`config.mk`:
```
export PLATFORM = sky130hd
export DESIGN_NAME = mem_ctrl
export DESIGN_NICKNAME = d
export VERILOG_FILES = /design/src/rtl/mem_ctrl_pkg.sv /design/src/rtl/mem_ctrl_rdbuf.sv /design/src/rtl/mem_ctrl.sv
export SDC_FILE = /design/constraint.sdc
export NUM_CORES = 1
export LEC_CHECK = 0
export ABC_AREA = 1
export CAP_MARGIN = 5
export CELL_PAD_IN_SITES_DETAIL_PLACEMENT = 0
export CELL_PAD_IN_SITES_GLOBAL_PLACEMENT = 1
export CORE_MARGIN = 1.5
export CORE_UTILIZATION = 27
export DETAILED_ROUTE_END_ITERATION = 8
export GPL_ROUTABILITY_DRIVEN = 0
export PLACE_DENSITY_LB_ADDON = 0.1
export SLEW_MARGIN = 20
export SYNTH_ARGS = -nofsm -noshare
export SYNTH_HDL_FRONTEND = slang
export SYNTH_SLANG_ARGS = --single-unit
```
`constraint.sdc`:
```
create_clock -name clk -period 1.4 [get_ports clk]
set_input_delay 0.35 -clock clk [delete_from_list [all_inputs] [get_ports clk]]
set_output_delay 0.35 -clock clk [all_outputs]
set_load 0.05 [all_outputs]
```
`src/rtl/mem_ctrl_pkg.sv`:
```
// rtl/mem_ctrl_pkg.sv - shared types and constants for the mem_ctrl memory sequencer
//
// Purpose: state enum, default widths and READ_WAIT bounds used by mem_ctrl and
//          mem_ctrl_rdbuf.
// Ports:   none (package).
package mem_ctrl_pkg;

   localparam int DEF_ADDR_W    = 16;
   localparam int DEF_DATA_W    = 16;
   localparam int DEF_READ_WAIT = 1;

   // READ_WAIT bounds; the RD counter is sized for the upper bound.
   localparam int READ_WAIT_MIN = 1;
   localparam int READ_WAIT_MAX = 15;
   localparam int RD_CNT_W      = 4;

   typedef enum logic [2:0] {
      ST_IDLE,
      ST_RD,
      ST_WSETUP,
      ST_WSTROBE,
      ST_WHOLD,
      ST_RESP
   } mem_ctrl_state_e;

   function automatic bit readWaitOk(input int rw);
      return (rw >= READ_WAIT_MIN) && (rw <= READ_WAIT_MAX);
   endfunction

endpackage

```
`src/rtl/mem_ctrl_rdbuf.sv`:
```
// rtl/mem_ctrl_rdbuf.sv - one-entry read buffer (valid, tag, data) for mem_ctrl
//
// Purpose: remembers the last word read from memory so a repeated load of the
//          same address can be answered without a memory cycle. Stores to the
//          tagged address update the buffered data (write-through).
// Ports:
//   clk, rstN             clock, asynchronous active-low reset (clears valid)
//   lookupAddr            address of the incoming load
//   hit, hitData          lookupAddr matches a valid tag, and the buffered word
//   fillEn/Addr/Data      load data captured from memory
//   wrEn/Addr/Data        store being strobed into memory
module mem_ctrl_rdbuf
   import mem_ctrl_pkg::*;
#(
   parameter int ADDR_W = DEF_ADDR_W,
   parameter int DATA_W = DEF_DATA_W
) (
   input  logic              clk,
   input  logic              rstN,
   input  logic [ADDR_W-1:0] lookupAddr,
   output logic              hit,
   output logic [DATA_W-1:0] hitData,
   input  logic              fillEn,
   input  logic [ADDR_W-1:0] fillAddr,
   input  logic [DATA_W-1:0] fillData,
   input  logic              wrEn,
   input  logic [ADDR_W-1:0] wrAddr,
   input  logic [DATA_W-1:0] wrData
);

   logic              bufValid;
   logic [ADDR_W-1:0] bufTag;
   logic [DATA_W-1:0] bufData;

   assign hit     = bufValid && (bufTag == lookupAddr);
   assign hitData = bufData;

   always_ff @(posedge clk or negedge rstN) begin
      if (!rstN) begin
         bufValid <= 1'b0;
         bufTag   <= '0;
         bufData  <= '0;
      end else if (fillEn) begin
         bufValid <= 1'b1;
         bufTag   <= fillAddr;
         bufData  <= fillData;
      end else if (wrEn && bufValid && (bufTag == wrAddr)) begin
         bufData  <= wrData;
      end
   end

endmodule

```
`src/rtl/mem_ctrl.sv`:
```
// rtl/mem_ctrl.sv - load/store sequencer in front of the 16-bit memory block
//
// Purpose: accepts one request at a time, drives memory with setup/strobe/hold
//          timing for stores and a READ_WAIT-cycle read strobe for loads, and
//          returns a response over a valid/ready handshake.
// Build option: define MEM_CTRL_RDBUF_EN to add a one-entry read buffer.
// Ports:
//   clk, rstN                        clock, asynchronous active-low reset
//   reqValid/reqReady                request handshake
//   reqWrite, reqAddr, reqWData      request type (1=store), address, store data
//   rspValid/rspReady                response handshake
//   rspWrite, rspRData               echoed type, load data (0 for stores)
//   memAddr, memRe, memWe, memWBus   memory drive side
//   memRBus                          memory read data
//   busy                             high whenever the FSM is not idle
module mem_ctrl
   import mem_ctrl_pkg::*;
#(
   parameter int ADDR_W    = DEF_ADDR_W,
   parameter int DATA_W    = DEF_DATA_W,
   parameter int READ_WAIT = DEF_READ_WAIT
) (
   input  logic              clk,
   input  logic              rstN,
   input  logic              reqValid,
   output logic              reqReady,
   input  logic              reqWrite,
   input  logic [ADDR_W-1:0] reqAddr,
   input  logic [DATA_W-1:0] reqWData,
   output logic              rspValid,
   input  logic              rspReady,
   output logic              rspWrite,
   output logic [DATA_W-1:0] rspRData,
   output logic [ADDR_W-1:0] memAddr,
   output logic              memRe,
   output logic              memWe,
   output logic [DATA_W-1:0] memWBus,
   input  logic [DATA_W-1:0] memRBus,
   output logic              busy
);

   generate
      if (!readWaitOk(READ_WAIT)) begin : gBadReadWait
         $error("mem_ctrl: READ_WAIT out of range 1..15");
      end
   endgenerate

   mem_ctrl_state_e       state, stateNext;
   logic [RD_CNT_W-1:0]   rdCnt;
   logic                  rdLast;
   logic                  bufHit;
   logic [DATA_W-1:0]     bufData;

   assign rdLast = (rdCnt == RD_CNT_W'(READ_WAIT - 1));

`ifdef MEM_CTRL_RDBUF_EN
   // memAddr/memWBus already hold the latched request, so they double as the
   // fill and write-through address/data.
   mem_ctrl_rdbuf #(
      .ADDR_W (ADDR_W),
      .DATA_W (DATA_W)
   ) uRdbuf (
      .clk        (clk),
      .rstN       (rstN),
      .lookupAddr (reqAddr),
      .hit        (bufHit),
      .hitData    (bufData),
      .fillEn     ((state == ST_RD) && rdLast),
      .fillAddr   (memAddr),
      .fillData   (memRBus),
      .wrEn       (state == ST_WSTROBE),
      .wrAddr     (memAddr),
      .wrData     (memWBus)
   );
`else
   assign bufHit  = 1'b0;
   assign bufData = '0;
`endif

   always_ff @(posedge clk or negedge rstN) begin
      if (!rstN) state <= ST_IDLE;
      else       state <= stateNext;
   end

   // Strobes are decoded straight from the state register so an asynchronous
   // reset drops them immediately.
   always_comb begin
      stateNext = state;
      reqReady  = 1'b0;
      rspValid  = 1'b0;
      memRe     = 1'b0;
      memWe     = 1'b0;
      busy      = 1'b1;
      case (state)
         ST_IDLE: begin
            reqReady = 1'b1;
            busy     = 1'b0;
            if (reqValid) begin
               if (reqWrite)    stateNext = ST_WSETUP;
               else if (bufHit) stateNext = ST_RESP;
               else             stateNext = ST_RD;
            end
         end
         ST_RD: begin
            memRe = 1'b1;
            if (rdLast) stateNext = ST_RESP;
         end
         ST_WSETUP:  stateNext = ST_WSTROBE;
         ST_WSTROBE: begin
            memWe     = 1'b1;
            stateNext = ST_WHOLD;
         end
         ST_WHOLD:   stateNext = ST_RESP;
         ST_RESP: begin
            rspValid = 1'b1;
            if (rspReady) stateNext = ST_IDLE;
         end
         default:    stateNext = ST_IDLE;
      endcase
   end

   // memAddr and memWBus act as the request latch: they are loaded only when a
   // memory cycle is about to start and otherwise keep their last value.
   always_ff @(posedge clk or negedge rstN) begin
      if (!rstN) begin
         rdCnt    <= '0;
         rspWrite <= 1'b0;
         rspRData <= '0;
         memAddr  <= '0;
         memWBus  <= '0;
      end else begin
         case (state)
            ST_IDLE: begin
               if (reqValid) begin
                  rspWrite <= reqWrite;
                  rdCnt    <= '0;
                  if (reqWrite) begin
                     memAddr <= reqAddr;
                     memWBus <= reqWData;
                  end else if (bufHit) begin
                     rspRData <= bufData;
                  end else begin
                     memAddr <= reqAddr;
                  end
               end
            end
            ST_RD: begin
               if (rdLast) rspRData <= memRBus;
               else        rdCnt    <= rdCnt + 1'b1;
            end
            ST_WHOLD: rspRData <= '0;
            default: ;
         endcase
      end
   end

endmodule

```
==> results of run 1 <==
-- cell families after synthesis --
kind of cell    after synthesis  synth area share, %
xor+xnor                      2               0.7320
buf+inv                      37                7.371
compound gates               24                5.593
fa+ha+maj                     2                1.045
simple gates                148                26.71
flops                        56                58.55
-- cell type report --
type,instances,area [um^2],share of cell area (%)
inverters,28,116.4,2.546
clock buffers,6,72.57,1.588
repair buffers,132,1882,41.17
well taps,108,135.1,2.956
clock inverters,2,35.03,0.7665
multi-input cells,176,924.6,20.23
flip-flops and latches,56,1405,30.74
-- metal layers --
layer,up-vias,GRT usage (%)
li1,1091,-
met5,-,0
met4,0,4.013
met2,62,21.19
met1,990,18.65
met3,7,3.309
-- power by group through the flow --
stage          clock, mW  sequential (mW)  combinational (mW)
2_1_floorplan          0             4.88                2.00
3_3_place_gp           0             3.11                7.80
3_5_place_dp           0             3.11                7.83
4_1_cts             1.09             3.09                8.03
5_1_grt             1.15             3.17                8.76
6_report            1.04             3.09                8.31
-- state kept, by name, summed over array words and instances, names as in the netlist --
| register | cells |
|---|---|
| memAddr | 16 |
| memWBus | 16 |
| rdCnt | 4 |
| rspRData | 16 |
| rspWrite | 1 |
| state | 3 |
-- layout by cell type, fill, tap and decap left out, types with 5 or more instances in the layout --
cell type | synthesis | routed
buf_4 | 3 | 17
nand2_1 | 114 | 110
nand3_1 | 21 | 18
buf_12 | 0 | 59
dfrtp_1 | 56 | 53
o21ai_0 | 19 | 18
nor2_4 | 3 | 5
inv_1 | 25 | 21
clkbuf_8 | 0 | 5
clkdlybuf4s50_1 | 0 | 51
-- what timing repair did --
action	in CTS	in global routing
buffers inserted	4	4
pin swaps	5	3
gates resized for setup	6	17
hold endpoints to repair	10	0
cloned	0	1
hold buffers	1	0
endpoints found under the setup margin	28	57
-- path summary, 6_finish.rpt --
| kind | endpoint | slack (ps) | depth (start not counted) | from |
|---|---|---|---|---|
| setup / recovery | reqReady | -190 | 4 | state[0] |
| hold / removal | rspRData[13] | 450 | 2 | rstN |
| setup reg to reg | memAddr[11] | -80 | 8 | state[0] |
| hold reg to reg | memAddr[5] | 540 | 2 | memAddr[5] |
| max in group asynchronous | memWBus[3] | 410 | 3 | rstN |
| min in group clk | memAddr[5] | 540 | 2 | memAddr[5] |
==> impl_metrics.env, run 1 <==
export IMPL_synthTopCellsByArea="dfrtp_1, nand2_1, nand3_1"
export IMPL_drc_errors=0
export IMPL_synth_common_cells="nand2_1, dfrtp_1, inv_1, nand3_1, o21ai_0"
export IMPL_ys_flop_type="dfrtp_1"
export IMPL_power_leakage_nw=2.156
export IMPL_crit_chain="nor2_4 -> nand2_8 -> clkinvlp_4 -> buf_12"
export IMPL_fmax_mhz=628.7
export IMPL_fin_ws_ps=-190.6
export IMPL_clockRootBuffer="clkbuf_8"
export IMPL_seqPwrFrac_pct=24.8
export IMPL_final_hold_viol_count=0
export IMPL_tightest_slew_ps=295.8
export IMPL_cp_start_kind="register"
export IMPL_wl_met2_um=3033
export IMPL_netlist_area_um2=2394
export IMPL_max_stage_delay_ps=470
export IMPL_stdcell_area_um2=4571
export IMPL_yosysSeqAreaShare_pct=58.55
export IMPL_avgViaCountPerCell=4.232
export IMPL_min_path_type="primary input to asynchronous set/reset pin"
export IMPL_grtUsageTotal_pct=13.56
export IMPL_grt_pass1_vias=2121
export IMPL_antenna_found_initial=0
export IMPL_top_layer_used="met4"
export IMPL_worstSetupPathType="register to output pin"
export IMPL_outcome="finished with violations"
export IMPL_rows=34
export IMPL_finalSetupTns_ps=-2892
export IMPL_dp_cells=490
export IMPL_dr_pass1_iters=4
export IMPL_ys_ff_latch=56
export IMPL_finalCritPeriodShare_pct=113.6
export IMPL_syn_inst=269
export IMPL_fin_hold_ws_ps=452.6
export IMPL_crit_required_ps=1050
export IMPL_cts_made_buffers=5
export IMPL_power_density_nw_per_um2=2720
export IMPL_setup_violations=54
export IMPL_overflow=0
export IMPL_worstPathArrival_ps=1240
export IMPL_post_route_util_pct=52.93
export IMPL_start_util_pct=27.72
export IMPL_switching_share_pct=45.37
export IMPL_ir_worst_vdd_mv=1.752
export IMPL_grt_first_pass_wirelength_um=10450
export IMPL_grt_start_max_net_pins=47
export IMPL_crit_buf_inv=2
export IMPL_yosysWarnings=0
export IMPL_final_fill_count=812
export IMPL_synthMostInstantiatedCell="nand2_1"
export IMPL_die_area_um2=9439
export IMPL_core_um2=8636
export IMPL_path_max_fanout=6
export IMPL_finalPower_mw=12.43
export IMPL_yosys_area_top_type_share_pct=58.55
export IMPL_dp_hpwl_um=4530
export IMPL_final_cells=508
export IMPL_m1WireLength_um=2918
export IMPL_end_kind="output pin"
export IMPL_rsz0062_at_grt="true"
export IMPL_syn_area_per_cell_um2=8.898
export IMPL_critPathSlowestCell="dfrtp_2"
export IMPL_tritoncts="built"
export IMPL_violations="negative setup slack"
export IMPL_area_growth_pct=90.96
export IMPL_yosys_cell_types_count=24
export IMPL_dr_wl_met3_um=377
export IMPL_yosysTopAreaCell="dfrtp_1"
export IMPL_ant_nets=0
export IMPL_post_dp_cell_area_um2=4280
export IMPL_drt_initial_drc_count=45
export IMPL_vias=2150
export IMPL_async_flop_share_pct=100.0
export IMPL_worst_skew_pair_late_latency_ps=300
export IMPL_wire_per_inst_um=12.61
export IMPL_io_pins=107
export IMPL_wl_um=6405
export IMPL_clkPwrFrac_pct=8.3
export IMPL_nNetsFinal=454
export IMPL_n_antenna_cell=0
export IMPL_place_ws_ps=-112.0
export IMPL_intPower_mw=6.791
export IMPL_io_buffers=106
export IMPL_drive_above_1_share_pct=29.00
export IMPL_synth_fp_nets=324
export IMPL_min_period_ps=1591
export IMPL_p_comb_share_pct=66.8
export IMPL_htreeDepth=2
export IMPL_cp_top_family="flip-flops"
export IMPL_synth_edf_count=0
export IMPL_path_clk_slew_ps=100
export IMPL_p_switching_mw=5.639
export IMPL_die_height_um=97.16
export IMPL_final_max_slew_viol_count=0
export IMPL_skew_ps=4.804
export IMPL_clkSinkCount=56
export IMPL_fp_dieW_um=97.16
export IMPL_slew_limit_headroom_pct=80.28
export IMPL_cts_path_max_buffers=2
export IMPL_maxCapViolCount=0
No activity file was read; power rests on OpenSTA's default activity.
==> run 2: changes to the inputs <==
--- a/config.mk
+++ b/config.mk
@@ -10,7 +10,7 @@
 export CELL_PAD_IN_SITES_DETAIL_PLACEMENT = 0
 export CELL_PAD_IN_SITES_GLOBAL_PLACEMENT = 1
 export CORE_MARGIN = 1.5
-export CORE_UTILIZATION = 27
+export CORE_UTILIZATION = 30
 export DETAILED_ROUTE_END_ITERATION = 8
 export GPL_ROUTABILITY_DRIVEN = 0
 export PLACE_DENSITY_LB_ADDON = 0.1
==> constraint.sdc (replaced) <==
create_clock -name clk -period 1.63 [get_ports clk]
set_input_delay 0.4075 -clock clk [delete_from_list [all_inputs] [get_ports clk]]
set_output_delay 0.4075 -clock clk [all_outputs]
set_load 0.05 [all_outputs]
==> run 2 against run 1 <==
The flow still finishes with violations (negative setup slack); sequential power decreased by 14%; critical path depth unchanged; first-iteration DRC count increased by 42%; routed wire length decreased by 6.1%; combinational power decreased by 20%; largest cell class unchanged; power decreased by 15%.
==> impl_metrics.env, run 2 (synthesis gave the netlist of run 1 again) <==
export IMPL_antenna_found_initial=0
export IMPL_path_clk_slew_ps=100
export IMPL_stdcell_area_um2=4410
export IMPL_cp_top_family="flip-flops"
export IMPL_core_um2=7727
export IMPL_wl_met2_um=2923
export IMPL_setup_violations=1
export IMPL_place_ws_ps=-21.08
export IMPL_min_period_ps=1632
export IMPL_cts_made_buffers=5
export IMPL_io_buffers=106
export IMPL_overflow=0
export IMPL_skew_ps=4.986
export IMPL_power_leakage_nw=2.098
export IMPL_tightest_slew_ps=304.7
export IMPL_tritoncts="built"
export IMPL_grt_pass1_vias=2119
export IMPL_fin_ws_ps=-2.044
export IMPL_cts_path_max_buffers=2
export IMPL_final_hold_viol_count=0
export IMPL_worstReg2RegEnd="rdCnt[1]"
export IMPL_final_fill_count=696
export IMPL_fin_hold_ws_ps=89.82
export IMPL_n_antenna_cell=0
export IMPL_crit_buf_inv=2
export IMPL_ff2ff_setup_slack_ps=160
export IMPL_worst_skew_pair_late_latency_ps=300
export IMPL_drive_above_1_share_pct=24.29
export IMPL_reg2reg_depth=7
export IMPL_ir_worst_vdd_mv=1.534
export IMPL_finalCritPeriodShare_pct=100.1
export IMPL_path_max_fanout=6
export IMPL_clockRootBuffer="clkbuf_8"
export IMPL_slew_limit_headroom_pct=79.68
export IMPL_r2r_start="state[0]"
export IMPL_end_kind="output pin"
export IMPL_grt_start_max_net_pins=57
export IMPL_power_density_nw_per_um2=2382
export IMPL_die_area_um2=8523
export IMPL_worstPathArrival_ps=1220
export IMPL_final_max_slew_viol_count=0
export IMPL_fmax_mhz=612.7
export IMPL_start_util_pct=30.97
export IMPL_critPathSlowestCell="dfrtp_2"
export IMPL_htreeDepth=2
export IMPL_worstSetupPathType="register to output pin"
export IMPL_finalSetupTns_ps=-2.044
export IMPL_min_path_type="primary input to asynchronous set/reset pin"
export IMPL_rsz0062_at_grt="true"
export IMPL_dp_cells=473
export IMPL_drc_errors=0
export IMPL_cts_hold_buf=0
export IMPL_fp_dieW_um=92.32
export IMPL_violations="negative setup slack"
export IMPL_ant_nets=0
export IMPL_cp_start_kind="register"
export IMPL_grtUsageTotal_pct=14.98
export IMPL_nNetsFinal=441
export IMPL_dr_pass1_iters=4
export IMPL_rows=32
export IMPL_wire_per_inst_um=12.30
export IMPL_grt_first_pass_wirelength_um=10140
export IMPL_top_regs="memAddr x16, memWBus x16, rspRData x16"
export IMPL_vias=2109
export IMPL_drt_initial_drc_count=64
export IMPL_dp_hpwl_um=4288
export IMPL_max_stage_delay_ps=470
export IMPL_post_route_util_pct=57.08
export IMPL_outcome="finished with violations"
export IMPL_critPathLaunch="state[0]"
export IMPL_area_growth_pct=84.27
export IMPL_io_pins=107
export IMPL_avgViaCountPerCell=4.313
export IMPL_final_cells=489
export IMPL_crit_required_ps=1220
export IMPL_top_layer_used="met4"
export IMPL_wl_um=6014
export IMPL_maxCapViolCount=0
export IMPL_m1WireLength_um=2653
export IMPL_final_cell_mix="nand2_1, buf_12, dfrtp_1"
export IMPL_clkSinkCount=56
export IMPL_post_dp_cell_area_um2=4135
export IMPL_layout_commonest_cell="nand2_1"
export IMPL_finalPower_mw=10.50
export IMPL_crit_chain="nor2_4 -> nand2_4 -> clkinvlp_4 -> buf_12"
export IMPL_die_height_um=92.32
export IMPL_dr_wl_met3_um=380
==> run 2: changes by cell type in the layout (fill, tap and decap cells not counted), moves of 2 or more <==
cell,delta
nand3_1,+3
bufinv_16,+2
nand2_1,+3
buf_6,-2
buf_4,-9
nand2_8,-2
nand3_2,-2
inv_1,+3
inv_2,-3
==> run 2: routing by layer <==
| layer | up-vias | global-route usage [%] |
|---|---|---|
| met3 | 4 | 3.612 |
| met5 | - | 0 |
| met2 | 62 | 23.41 |
| met4 | 0 | 4.231 |
| li1 | 1059 | - |
| met1 | 984 | 20.66 |
==> run 2: how the worst max path moves through the flow <==
stage,to,slack [ps],cells past startpoint
2_1_floorplan,rdCnt[0],-20,6
3_3_place_gp,rdCnt[0],30,6
3_5_place_dp,rdCnt[1],-20,6
4_1_cts,reqReady,-30,4
5_1_grt,reqReady,-60,4
6_report,reqReady,-2,4
==> run 2: area by class of cell <==
type	count	area (um^2)	share of cell area, %
clock buffers	5	68.82	1.560
flip-flops and latches	56	1404	31.83
multi-input cells	176	849.6	19.26
inverters	28	113.9	2.582
well taps	102	127.6	2.894
clock inverters	3	90.09	2.043
repair buffers	119	1757	39.83
==> run 2: timing repair <==
action	CTS	global route
pin swaps	3	5
gates resized for setup	7	2
buffers inserted	5	3
endpoints found under the setup margin	5	22
==> run 2: where the power goes <==
part / internal, mW / total (mW) / switching [mW] / leakage (nW)
Sequential: 2.00 / 2.65 / 0.648 / 0.709
Combinational: 3.08 / 6.64 / 3.56 / 1.31
Clock: 0.768 / 1.22 / 0.450 / 0.0784
Total: 5.84 / 10.5 / 4.66 / 2.10
